File: src/rtl/mfe_param_window.sv
// 3x3 neighbourhood filter (median/min/max) over a 2**W_LOG2 x 2**H_LOG2 frame.
// Keeps three pre-sorted columns and fetches only the newly entering column per pixel.
module mfe_param_window #(
  parameter int W_LOG2 = 7,
  parameter int H_LOG2 = 7,
  parameter int DW     = 8,
  parameter int AW     = W_LOG2 + H_LOG2
) (
  input  logic          clk,
  input  logic          reset,
  input  logic          ready,
  input  logic [1:0]    mode,
  input  logic          border,
  output logic          busy,
  output logic [AW-1:0] iaddr,
  input  logic [DW-1:0] idata,
  output logic [AW-1:0] addr,
  output logic [DW-1:0] data_wr,
  output logic          wen,
  output logic          done
);

  localparam int CW = ((W_LOG2 > H_LOG2) ? W_LOG2 : H_LOG2) + 2;
  localparam int W  = 1 << W_LOG2;
  localparam int H  = 1 << H_LOG2;
  localparam logic signed [CW-1:0] ZERO_S = CW'(0);
  localparam logic signed [CW-1:0] W_S    = CW'(W);
  localparam logic signed [CW-1:0] H_S    = CW'(H);
  localparam logic signed [CW-1:0] XMAX_S = CW'(W - 1);
  localparam logic signed [CW-1:0] YMAX_S = CW'(H - 1);

  typedef enum logic [2:0] {IDLE, FETCH, CSORT, EVAL, WRITE, DONE} state_e;

  state_e               state_q;
  logic signed [CW-1:0] x_q, y_q, cx_q;
  logic [1:0]           col_cnt_q, phase_q, mode_q;
  logic                 border_q;
  logic [2:0]           oob_q;
  logic [DW-1:0]        smp_q [3];
  logic [DW-1:0]        lo_q  [3];
  logic [DW-1:0]        mid_q [3];
  logic [DW-1:0]        hi_q  [3];
  logic [AW-1:0]        iaddr_q, addr_q;
  logic [DW-1:0]        data_q;
  logic                 busy_q, wen_q, done_q;

  logic signed [CW-1:0] ry;
  logic                 oob_now, req;
  logic [W_LOG2-1:0]    ax;
  logic [H_LOG2-1:0]    ay;
  logic [1:0]           prev_ph;
  logic [DW-1:0]        s_lo, s_mid, s_hi, result;

  function automatic logic [DW-1:0] mn(input logic [DW-1:0] a, input logic [DW-1:0] b);
    return (a < b) ? a : b;
  endfunction

  function automatic logic [DW-1:0] mx(input logic [DW-1:0] a, input logic [DW-1:0] b);
    return (a < b) ? b : a;
  endfunction

  function automatic logic [DW-1:0] med3(input logic [DW-1:0] a, input logic [DW-1:0] b,
                                         input logic [DW-1:0] c);
    return mx(mn(a, b), mn(mx(a, b), c));
  endfunction

  // Address for the current fetch slot; out-of-frame reads without clamping hold the last address.
  always_comb begin
    ry      = y_q + CW'(phase_q) - CW'(1);
    oob_now = (ry < ZERO_S) || (ry >= H_S) || (cx_q < ZERO_S) || (cx_q >= W_S);
    if (cx_q < ZERO_S)   ax = '0;
    else if (cx_q >= W_S) ax = '1;
    else                  ax = cx_q[W_LOG2-1:0];
    if (ry < ZERO_S)      ay = '0;
    else if (ry >= H_S)   ay = '1;
    else                  ay = ry[H_LOG2-1:0];
    req     = (state_q == FETCH) && (phase_q != 2'd3) && (border_q || !oob_now);
    iaddr   = req ? {ay, ax} : iaddr_q;
    prev_ph = phase_q - 2'd1;
    s_lo    = mn(mn(smp_q[0], smp_q[1]), smp_q[2]);
    s_hi    = mx(mx(smp_q[0], smp_q[1]), smp_q[2]);
    s_mid   = med3(smp_q[0], smp_q[1], smp_q[2]);
    case (mode_q)
      2'b01:   result = mn(mn(lo_q[0], lo_q[1]), lo_q[2]);
      2'b10:   result = mx(mx(hi_q[0], hi_q[1]), hi_q[2]);
      default: result = med3(mx(mx(lo_q[0], lo_q[1]), lo_q[2]),
                             med3(mid_q[0], mid_q[1], mid_q[2]),
                             mn(mn(hi_q[0], hi_q[1]), hi_q[2]));
    endcase
  end

  always_ff @(posedge clk or posedge reset) begin
    if (reset) begin
      state_q   <= IDLE;
      x_q       <= '0;
      y_q       <= '0;
      cx_q      <= '0;
      col_cnt_q <= '0;
      phase_q   <= '0;
      mode_q    <= '0;
      border_q  <= 1'b0;
      oob_q     <= '0;
      for (int i = 0; i < 3; i++) begin
        smp_q[i] <= '0;
        lo_q[i]  <= '0;
        mid_q[i] <= '0;
        hi_q[i]  <= '0;
      end
      iaddr_q   <= '0;
      addr_q    <= '0;
      data_q    <= '0;
      busy_q    <= 1'b0;
      wen_q     <= 1'b0;
      done_q    <= 1'b0;
    end else begin
      wen_q  <= 1'b0;
      done_q <= 1'b0;
      if (req) iaddr_q <= iaddr;
      case (state_q)
        IDLE: begin
          if (ready) begin
            mode_q    <= mode;
            border_q  <= border;
            x_q       <= '0;
            y_q       <= '0;
            cx_q      <= '1;
            col_cnt_q <= 2'd3;
            phase_q   <= '0;
            busy_q    <= 1'b1;
            state_q   <= FETCH;
          end
        end
        FETCH: begin
          if (phase_q != 2'd3) oob_q[phase_q] <= oob_now && !border_q;
          if (phase_q != 2'd0) smp_q[prev_ph] <= oob_q[prev_ph] ? '0 : idata;
          phase_q <= phase_q + 2'd1;
          if (phase_q == 2'd3) state_q <= CSORT;
        end
        CSORT: begin
          lo_q[0]  <= lo_q[1];  lo_q[1]  <= lo_q[2];  lo_q[2]  <= s_lo;
          mid_q[0] <= mid_q[1]; mid_q[1] <= mid_q[2]; mid_q[2] <= s_mid;
          hi_q[0]  <= hi_q[1];  hi_q[1]  <= hi_q[2];  hi_q[2]  <= s_hi;
          if (col_cnt_q > 2'd1) begin
            col_cnt_q <= col_cnt_q - 2'd1;
            cx_q      <= cx_q + CW'(1);
            state_q   <= FETCH;
          end else begin
            state_q <= EVAL;
          end
        end
        EVAL: begin
          data_q  <= result;
          addr_q  <= {y_q[H_LOG2-1:0], x_q[W_LOG2-1:0]};
          wen_q   <= 1'b1;
          state_q <= WRITE;
        end
        // Advance raster position; a new row restarts the three-column preload.
        WRITE: begin
          if (x_q == XMAX_S) begin
            x_q <= '0;
            if (y_q == YMAX_S) begin
              done_q  <= 1'b1;
              state_q <= DONE;
            end else begin
              y_q       <= y_q + CW'(1);
              cx_q      <= '1;
              col_cnt_q <= 2'd3;
              state_q   <= FETCH;
            end
          end else begin
            x_q       <= x_q + CW'(1);
            cx_q      <= x_q + CW'(2);
            col_cnt_q <= 2'd1;
            state_q   <= FETCH;
          end
        end
        DONE: begin
          busy_q  <= 1'b0;
          state_q <= IDLE;
        end
        default: state_q <= IDLE;
      endcase
    end
  end

  assign busy    = busy_q;
  assign addr    = addr_q;
  assign data_wr = data_q;
  assign wen     = wen_q;
  assign done    = done_q;

endmodule
File: config.mk
export PLATFORM = sky130hd
export DESIGN_NAME = mfe_param_window
export DESIGN_NICKNAME = d
export VERILOG_FILES = /design/src/rtl/mfe_param_window.sv
export SDC_FILE = /design/constraint.sdc
export NUM_CORES = 1
export LEC_CHECK = 0
export CAP_MARGIN = 30
export CORE_MARGIN = 3
export CORE_UTILIZATION = 45
export CTS_CLUSTER_SIZE = 12
export DETAILED_ROUTE_END_ITERATION = 10
export GPL_TIMING_DRIVEN = 0
export PLACE_DENSITY = 0.72
export SETUP_SLACK_MARGIN = 0.1
export SYNTH_ARGS = -nofsm -noshare
export SYNTH_HDL_FRONTEND = slang
export SYNTH_SLANG_ARGS = --single-unit
export TNS_END_PERCENT = 10
File: constraint.sdc
create_clock -name clk -period 10.8 [get_ports clk]
set_input_delay 2.7 -clock clk [delete_from_list [all_inputs] [get_ports clk]]
set_output_delay 2.7 -clock clk [all_outputs]
set_load 0.02 [all_outputs]
Word-level counts from Yosys, hierarchy flattened
Cells that the tools add are included.
- logic and storage cells: 173
- register bits: 175
- bits of input ports: 14
- equal/unequal tests: 17
- reductions and logical operators: 26
- $lt $le $gt $ge: 26
- $add $sub $neg: 9
- muxes and demuxes: 67
- bitwise operators: 1
- operator list (kind ; count):
    $mux 8 ; 24
    $lt 8x8->1 ; 16
    $mux 9 ; 8
    $pmux 9 s2 ; 2
    $mux 7 ; 4
    $add 9x2->9 const B ; 3
    $pmux 9 s3 ; 1
    $bwmux 24 ; 1
    $eq 9x8->1 const B ; 2
    $ge 9x9->1 const B ; 2
    $lt 9x1->1 const B ; 2
    $demux 8 s2 ; 1
    $pmux 8 s2 ; 1
    $pmux 3 s5 ; 1
    $mux 14 ; 1
    $reduce_and 2->1 ; 7
    $mux 2 ; 6
    $mux 3 ; 4
    $ne 2x2->1 const B ; 5
    $add 9x2->9 ; 1
    $add 9x3->9 const B ; 1
    $sub 9x1->9 const B ; 1
    $reduce_and 4->1 ; 2
    $reduce_bool 2->1 ; 4
    27 further kinds ; 46

Logic depth before layout (Yosys ltp)
Gate-level depths: netlist of the first run.
- word-level depth: 13
- depth in mapped cells: 57

Worst setup path before layout of the first run
OpenSTA, ideal clock, no wires.
- kind: register -> register
- start point: reg mid_q[23] (netlist bit)
- end point: reg data_q[2], in the netlist data_wr[2]
- path slack: 1.011 ns
- data arrival time: 9.633 ns
- stages on the path, launching flop included: 52
- path through: dfrtp_1 -> ha_1 -> nand2_1 -> o31ai_2 -> a21o_1 -> buf_2 -> clkbuf_1 -> o21ai_0 -> ha_1 -> a21o_1 -> a21oi_1 -> o211ai_1 -> o21ai_0 -> nor2_1 -> clkbuf_1 -> o21ai_0 -> ha_1 -> nand4_1 -> (+16 left out) -> a21oi_1 -> nor2b_1 -> o21ai_0 -> o21ai_0 -> nor2_1 -> o21ai_2 -> o31a_4 -> o21ai_1 -> ha_1 -> a21o_1 -> a21oi_1 -> nor2_1 -> nor2_1 -> nand2_1 -> o21bai_1 -> o22ai_1 -> nor3b_1 -> a221oi_1
- word-level cells in the longest chain between the ends: 13
- RTL lines (what ; line ; text):
    start: declaration ; 41 ; logic [DW-1:0] mid_q [3];
    $lt 8x8->1 ; 55, 59 ;
    $mux 8 ; 59 ; return (a < b) ? b : a;
    $lt 8x8->1 ; 55 ; return (a < b) ? a : b;
    $mux 8 ; 55 ;
    $lt 8x8->1 ; 59 ;
    $mux 8 * ; 59 ;
    $lt 8x8->1 ; 55, 59 ;
    $mux 8 ; 59 ;
    $lt 8x8->1 ; 55 ;
    $mux 8 ; 55 ;
    $lt 8x8->1 ; 59 ;
    $mux 8 * ; 59 ;
    $pmux 8 s2 * ; 83 ; case (mode_q)
    end signal: assignment ; 152 ; data_q <= result;
    end: declaration ; 44 ; logic [DW-1:0] data_q;
Mark *: on every way between the ends. The rest lies on a longest branch, timed or not.
A chain may end at the register's enable or synchronous reset.

Worst setup path in the final report of the first run
- start point: reg mid_q[23] (netlist bit)
- end point: reg data_q[7], in the netlist data_wr[7]
Same word-level chain as after synthesis.

==> impl_results.md, run 1 <==
* CTS clk-pin slew, worst paths at 0.07 ns
* Initial drt markers at 793
* F_max at 0.0988 GHz
* Antenna cell count at 0
* Commonest non-fill, non-tap cell in the layout: nand2_1
* Most frequent cells in the layout: nand2_1, dfrtp_1, o21ai_0
* Worst ir drop on vdd at 0.0000677 V
* Detail Route Antenna Nets at 0
* P_leak at 0.00675 µW
* PortBufs at 52
* Initial antenna violation count at 0
* Final min period at 10.12 ns
* Placed cell count at 1943
* Setup violators final at 0
* Synth Instances at 1512
* Core area at 28100 µm²
* Post-synthesis sequential area ratio at 33.9%
* Period utilization at 93.7%
* Via Count at 11503
* Clock Sink Count at 175
* Slowest CP cell: dfrtp_1
* Final routed DRC violation total at 0
* H-tree levels at 4
* Final slew viol count at 0
* Die height at 176 µm
* Avg Inst Size Synth at 8.55 µm²
* Least-Margin Pin Slew at 0.895 ns
* Num CTS Buffers at 17
* Worst Clk Skew at 0.0124 ns
* Fraction of layout instances using a drive strength above 1 at 11.2%
* Crit start category: register
* Syn Nets at 1662
* PD cells at 86.9 nW/µm²
* Area of the die at 30800 µm²
* Vias in the first global route at 11330
* End of the worst hold path: mid_q[14]$_DFFE_PP0P_
* Area contributors post-synth: dfrtp_1, ha_1, nand2_1
* Worst-path fanout max at 10
* Area grow syn2layout at 14.8%
* Final Hold Slack at 0.480 ns
* CP endpoint kind: register
* CTS tree: done
* Worst reg2reg setup slack at 0.68 ns
* Final hold vios at 0
* RR Endpoint: data_wr[7]$_DFFE_PP0P_
* Crit-path max cell delay at 0.42 ns
* Largest net degree at the start of global routing at 108
* DP HPWL at 26.3 mm
* Asr flop ratio synth at 100%
* Layout Nets at 1751
* Yosys warnings at 0
* Main synth FF type: dfrtp_1
* Drt total wl at 35.0 mm
* Critical path class: register to register
* Worst Hold Class: register to register
* Status: complete, no violations
* Drt via density at 5.77
* Worst-Skew Late Latency at 0.44 ns
* Initial Utilization at 46.0%
* GRT overflow at 0
* I/O pins at 53
* # rows at 61
* Hold Startpoint: mid_q[6]$_DFFE_PP0P_
* Total iterations of the first detailed-routing run at 6
* Post-Syn Area at 12900 µm²
* Clock Tree Root: clkbuf_16
* Cell taking the most area after synthesis: dfrtp_1
* CP startpoint: mid_q[23]$_DFFE_PP0P_
* Post-synth top area share at 33.9%
* WP data arrival at 10.42 ns
* Routability cong. at 0.920
* Total Power at 1290 µW
* First-pass GRT wire length at 56.8 mm
* Hold buffer count at CTS at 0
* Total track usage at 22.6%
* Library cells used by synthesis at 85
* RSZ-0062 raised after global routing: false
* FF-to-FF path depth at 53
* Max-cap violation count at 0
* WL/cell at 17.6 µm
* Layout Cells excl Fill at 1992
* Fillcell total at 2679
* Crit Reg-Reg Startpoint: mid_q[23]$_DFFE_PP0P_
* EDFF count, synth at 0
* Hold Crit Depth at 2
* Register bit total from synthesis at 175
* Die Wd at 176 µm
* Max-slew headroom at 39.5%
* Worst EP required at 11.10 ns
* Clock Path Buffers at 2
[sequential cells by signal, indices dropped and copies added, names as in the netlist, 3 cells and up]
signal	count
y_q	9
smp_q	24
data_wr	8
x_q	9
cx_q	9
hi_q	24
iaddr_q	14
lo_q	24
oob_q	3
addr	14
state_q	3
mid_q	24
[cells by family (layout without fill, tap and decap cells)]
| logic type | after synthesis | after routing | share of synthesized area (%) |
|---|---|---|---|
| muxes | 108 | 108 | 9.13 |
| adders and majority gates | 136 | 136 | 13.2 |
| xor gates and xnor gates | 21 | 21 | 1.42 |
| and+or+nand+nor | 439 | 439 | 14.5 |
| DFF | 175 | 175 | 33.9 |
| AOI/OAI and AO/OA | 457 | 457 | 22.6 |
| buffers and inverters | 176 | 278 | 5.23 |
[per-layer routing]
metal	GRT usage, %	wire length, µm	vias to the layer above	share of wire, %
met5	0	0	-	0
met4	5.18	541	0	1.5
met3	4.24	1790	52	5.1
met2	37.5	16500	318	47
met1	30.8	16200	5580	46
li1	-	-	5553	-
[per-stage QoR]
step,cell area (µm²),util (%),setup TNS (ns),worst slack (ns)
after floorplan,12900,-,0,1.01
after global placement,13900,49.6,-7.48,-1.03
after detailed placement,14000,49.7,-9.17,-1.24
after CTS,14600,52.0,0,0.103
after global routing,14800,52.8,0,0.0361
final,14800,52.8,0,0.679
[worst max-delay path by stage]
stage | slack, ns | end | cells past startpoint
2_1_floorplan | 1.01 | data_wr[2]$_DFFE_PP0P_ | 51
3_3_place_gp | -1.03 | data_wr[7]$_DFFE_PP0P_ | 52
3_5_place_dp | -1.24 | data_wr[7]$_DFFE_PP0P_ | 51
4_1_cts | 0.10 | data_wr[7]$_DFFE_PP0P_ | 53
5_1_grt | 0.04 | data_wr[5]$_DFFE_PP0P_ | 54
6_report | 0.68 | data_wr[7]$_DFFE_PP0P_ | 53
[repair_timing]
| item | 4_1_cts | 5_1_grt |
|---|---|---|
| gates resized for setup | 23 | 41 |
| pin swaps | 2 | 7 |
| endpoints found under the setup margin | 8 | 8 |
| buffers inserted | 2 | 15 |
[synthesized netlist by cell type (17+ instances only)]
library cell / number
o21ai_0: 176
nor2_1: 91
dfrtp_1: 175
clkbuf_1: 52
mux2i_1: 38
xnor2_1: 17
o211ai_1: 18
inv_1: 115
nand2_1: 245
a21o_1: 27
a21oi_1: 97
ha_1: 135
nand3_1: 28
mux2_2: 67
[worst max-delay path, delay by kind of cell, from the launching register on]
kind,cells,cell delay (ns)
buffers and inverters,6,1.01
DFF,1,0.42
AOI/OAI and AO/OA,27,4.95
muxes,1,0.29
and+or+nand+nor,13,1.47
adders and majority gates,6,1.82
[layout make-up]
class	instances	area [µm²]	area share [%]
plain buffers	60	267	1.80
clock buffers	20	447	3.01
flip-flops and latches	175	4380	29.5
multi-input cells	1161	8030	54.1
well taps	378	473	3.19
clock inverters	12	126	0.851
inverters	116	443	2.98
repair buffers	70	676	4.55
[report_power, final]
part	switching, µW	leakage, µW	internal (µW)
registers	0	0.00229	655
clock network	303	0.000276	312
logic	14.2	0.00418	5.41
Power figures use the tool's default switching activity.
==> run 2: changes to the inputs <==
SKIP_CTS_REPAIR_TIMING = 1   (was unset)
==> run 2 against run 1 <==
Sequential cell count did not move; maximum frequency rose by 0.44%; worst hold slack barely moved; critical path depth did not move; clock power barely moved; combinational power barely moved; first-iteration DRC count fell by 4.7%; largest power group unchanged; count of clock-buffer cells in the layout did not move; cell count did not move; register-to-register slack improved by 0.04 ns; critical endpoint unchanged; die area did not move; sequential power barely moved.
==> impl_results.md, run 2 (synthesis results as in run 1) <==
* Antenna cell count at 0 (unchanged)
* Status: complete, no violations
* Final hold vios at 0 (unchanged)
* CTS clk-pin slew, worst paths at 0.07 ns (about the same)
* CTS tree: done
* Hold Startpoint: mid_q[6]$_DFFE_PP0P_
* I/O pins at 53 (unchanged)
* Setup violators final at 0 (unchanged)
* Drt total wl at 35.0 mm (about the same)
* Net switching power at 318 µW (+0.16%)
* Core area at 28100 µm² (unchanged)
* Combinational Power Share at 1.5% (about the same)
* Fraction of layout instances using a drive strength above 1 at 11.2% (-0.062 points)
* Final slew viol count at 0 (unchanged)
* Setup slack after layout at 0.723 ns (+0.0440 ns)
* Initial antenna violation count at 0 (unchanged)
* First-pass GRT wire length at 56.7 mm (-0.16%)
* Worst reg2reg setup slack at 0.72 ns (+0.04 ns)
* PortBufs at 52 (unchanged)
* Layout Cells excl Fill at 1992 (unchanged)
* Final routed DRC violation total at 0 (unchanged)
* Num CTS Buffers at 17 (unchanged)
* Worst Hold Class: register to register
* Slowest CP cell: dfrtp_1
* Layout Nets at 1751 (unchanged)
* Routability cong. at 0.920 (unchanged)
* Hold Crit Depth at 2 (unchanged)
* Vias in the first global route at 11291 (-0.34%)
* Sw Ratio at 24.6% (+0.028 points)
* Crit start category: register
* RR Endpoint: data_wr[7]$_DFFE_PP0P_
* Fillcell total at 2677 (-0.075%)
* Drt via density at 5.75 (-0.50%)
* Total iterations of the first detailed-routing run at 6 (unchanged)
* Least-Margin Pin Slew at 0.908 ns (+0.0133 ns)
* Clock Sink Count at 175 (unchanged)
* Area grow syn2layout at 14.8% (about the same)
* Crit-path max cell delay at 0.42 ns (about the same)
* Max-slew headroom at 38.6% (-0.90 points)
* P_leak at 0.00675 µW (about the same)
* Total Power at 1290 µW (about the same)
* Clock Power Share at 47.7% (about the same)
* Initial drt markers at 756 (-4.7%)
* End of the worst hold path: mid_q[14]$_DFFE_PP0P_
* WP data arrival at 10.38 ns (-0.04 ns)
* Most frequent cells in the layout: nand2_1, dfrtp_1, o21ai_0
* PD cells at 86.9 nW/µm² (about the same)
* P_int at 972 µW (about the same)
* Worst Clk Skew at 0.0130 ns (+0.000592 ns)
* Worst-Skew Late Latency at 0.45 ns (about the same)
* Total track usage at 22.5% (-0.023 points)
* FF/Latch Area at 4380 µm² (unchanged)
* # rows at 61 (unchanged)
* Clock Path Buffers at 2 (unchanged)
* Multi-input logic area at 8030 µm² (about the same)
* Die height at 176 µm (unchanged)
* RSZ-0062 raised after global routing: false
* H-tree levels at 4 (unchanged)
* Area of the die at 30800 µm² (unchanged)
* FF-to-FF path depth at 53 (unchanged)
* Register share of total power at 50.8% (about the same)
* Commonest non-fill, non-tap cell in the layout: nand2_1
* Final min period at 10.08 ns (-0.0440 ns)
* Final Hold Slack at 0.479 ns (-0.000490 ns)
* Worst ir drop on vdd at 0.0000673 V (-0.59%)
* Period utilization at 93.3% (-0.41 points)
* Dpl ws at -1.24 ns (unchanged)
* Clock Tree Root: clkbuf_16
* Max-cap violation count at 0 (unchanged)
* Worst-path fanout max at 10 (unchanged)
* Via Count at 11445 (-0.50%)
* DP HPWL at 26.3 mm (unchanged)
* Crit Reg-Reg Startpoint: mid_q[20]$_DFFE_PP0P_
* CP endpoint kind: register
* Placed cell count at 1943 (unchanged)
* F_max at 0.0992 GHz (+0.44%)
* Die Wd at 176 µm (unchanged)
* Detail Route Antenna Nets at 0 (unchanged)
* Initial Utilization at 46.0% (unchanged)
* Largest net degree at the start of global routing at 108 (unchanged)
* WL/cell at 17.6 µm (about the same)
* GRT overflow at 0 (unchanged)
* Worst EP required at 11.10 ns (about the same)
* Critical path class: register to register
-- run 2: cell counts in the layout (fill, tap and decap cells not counted) --
No cell type changed its count.
-- run 2: metrics by stage --
stage / setup TNS (ns) / area [µm²] / utilization, %
5_1_grt: 0 / 14800 / 52.8
3_3_place_gp: -7.48 / 13900 / 49.6
3_5_place_dp: -9.17 / 14000 / 49.7
2_1_floorplan: 0 / 12900 / -
4_1_cts: -9.77 / 14500 / 51.7
6_report: 0 / 14800 / 52.8
-- run 2: power groups by stage --
stage          registers [µW]  logic [µW]  clock network [µW]
4_1_cts                   655        20.7                 620
6_report                  655        19.7                 616
2_1_floorplan             668        9.70                   0
3_5_place_dp              668        20.8                   0
5_1_grt                   655        22.9                 651
3_3_place_gp              668        18.7                   0
-- run 2: layout make-up --
class	instances	area share [%]
clock buffers	20	3.01
flip-flops and latches	175	29.5
plain buffers	60	1.80
inverters	116	2.98
repair buffers	70	4.55
clock inverters	12	0.852
well taps	378	3.19
multi-input cells	1161	54.1
-- run 2: worst max-delay path by stage --
| stage | slack [ns] | start | to | depth (start not counted) |
|---|---|---|---|---|
| final | 0.72 | mid_q[20]$_DFFE_PP0P_ | data_wr[7]$_DFFE_PP0P_ | 53 |
| after detailed placement | -1.24 | mid_q[23]$_DFFE_PP0P_ | data_wr[7]$_DFFE_PP0P_ | 51 |
| after global placement | -1.03 | mid_q[10]$_DFFE_PP0P_ | data_wr[7]$_DFFE_PP0P_ | 52 |
| after CTS | -1.31 | mid_q[23]$_DFFE_PP0P_ | data_wr[7]$_DFFE_PP0P_ | 51 |
| after floorplan | 1.01 | mid_q[23]$_DFFE_PP0P_ | data_wr[2]$_DFFE_PP0P_ | 51 |
| after global routing | 0.007 | mid_q[12]$_DFFE_PP0P_ | data_wr[5]$_DFFE_PP0P_ | 55 |
-- run 2: critical path: cells and delay by family (launching register included) --
kind | cells | cell delay, ns
adders and majority gates | 6 | 1.69
buffers and inverters | 5 | 0.86
DFF | 1 | 0.42
muxes | 1 | 0.26
and+or+nand+nor | 11 | 1.28
AOI/OAI and AO/OA | 30 | 5.40
-- run 2: metal layers --
| layer | vias up | share of wire [%] | GRT usage, % |
|---|---|---|---|
| li1 | 5554 | - | - |
| met2 | 301 | 47 | 37.3 |
| met3 | 53 | 4.9 | 4.19 |
| met1 | 5537 | 47 | 30.9 |
| met4 | 0 | 1.6 | 5.15 |
| met5 | - | 0 | 0 |
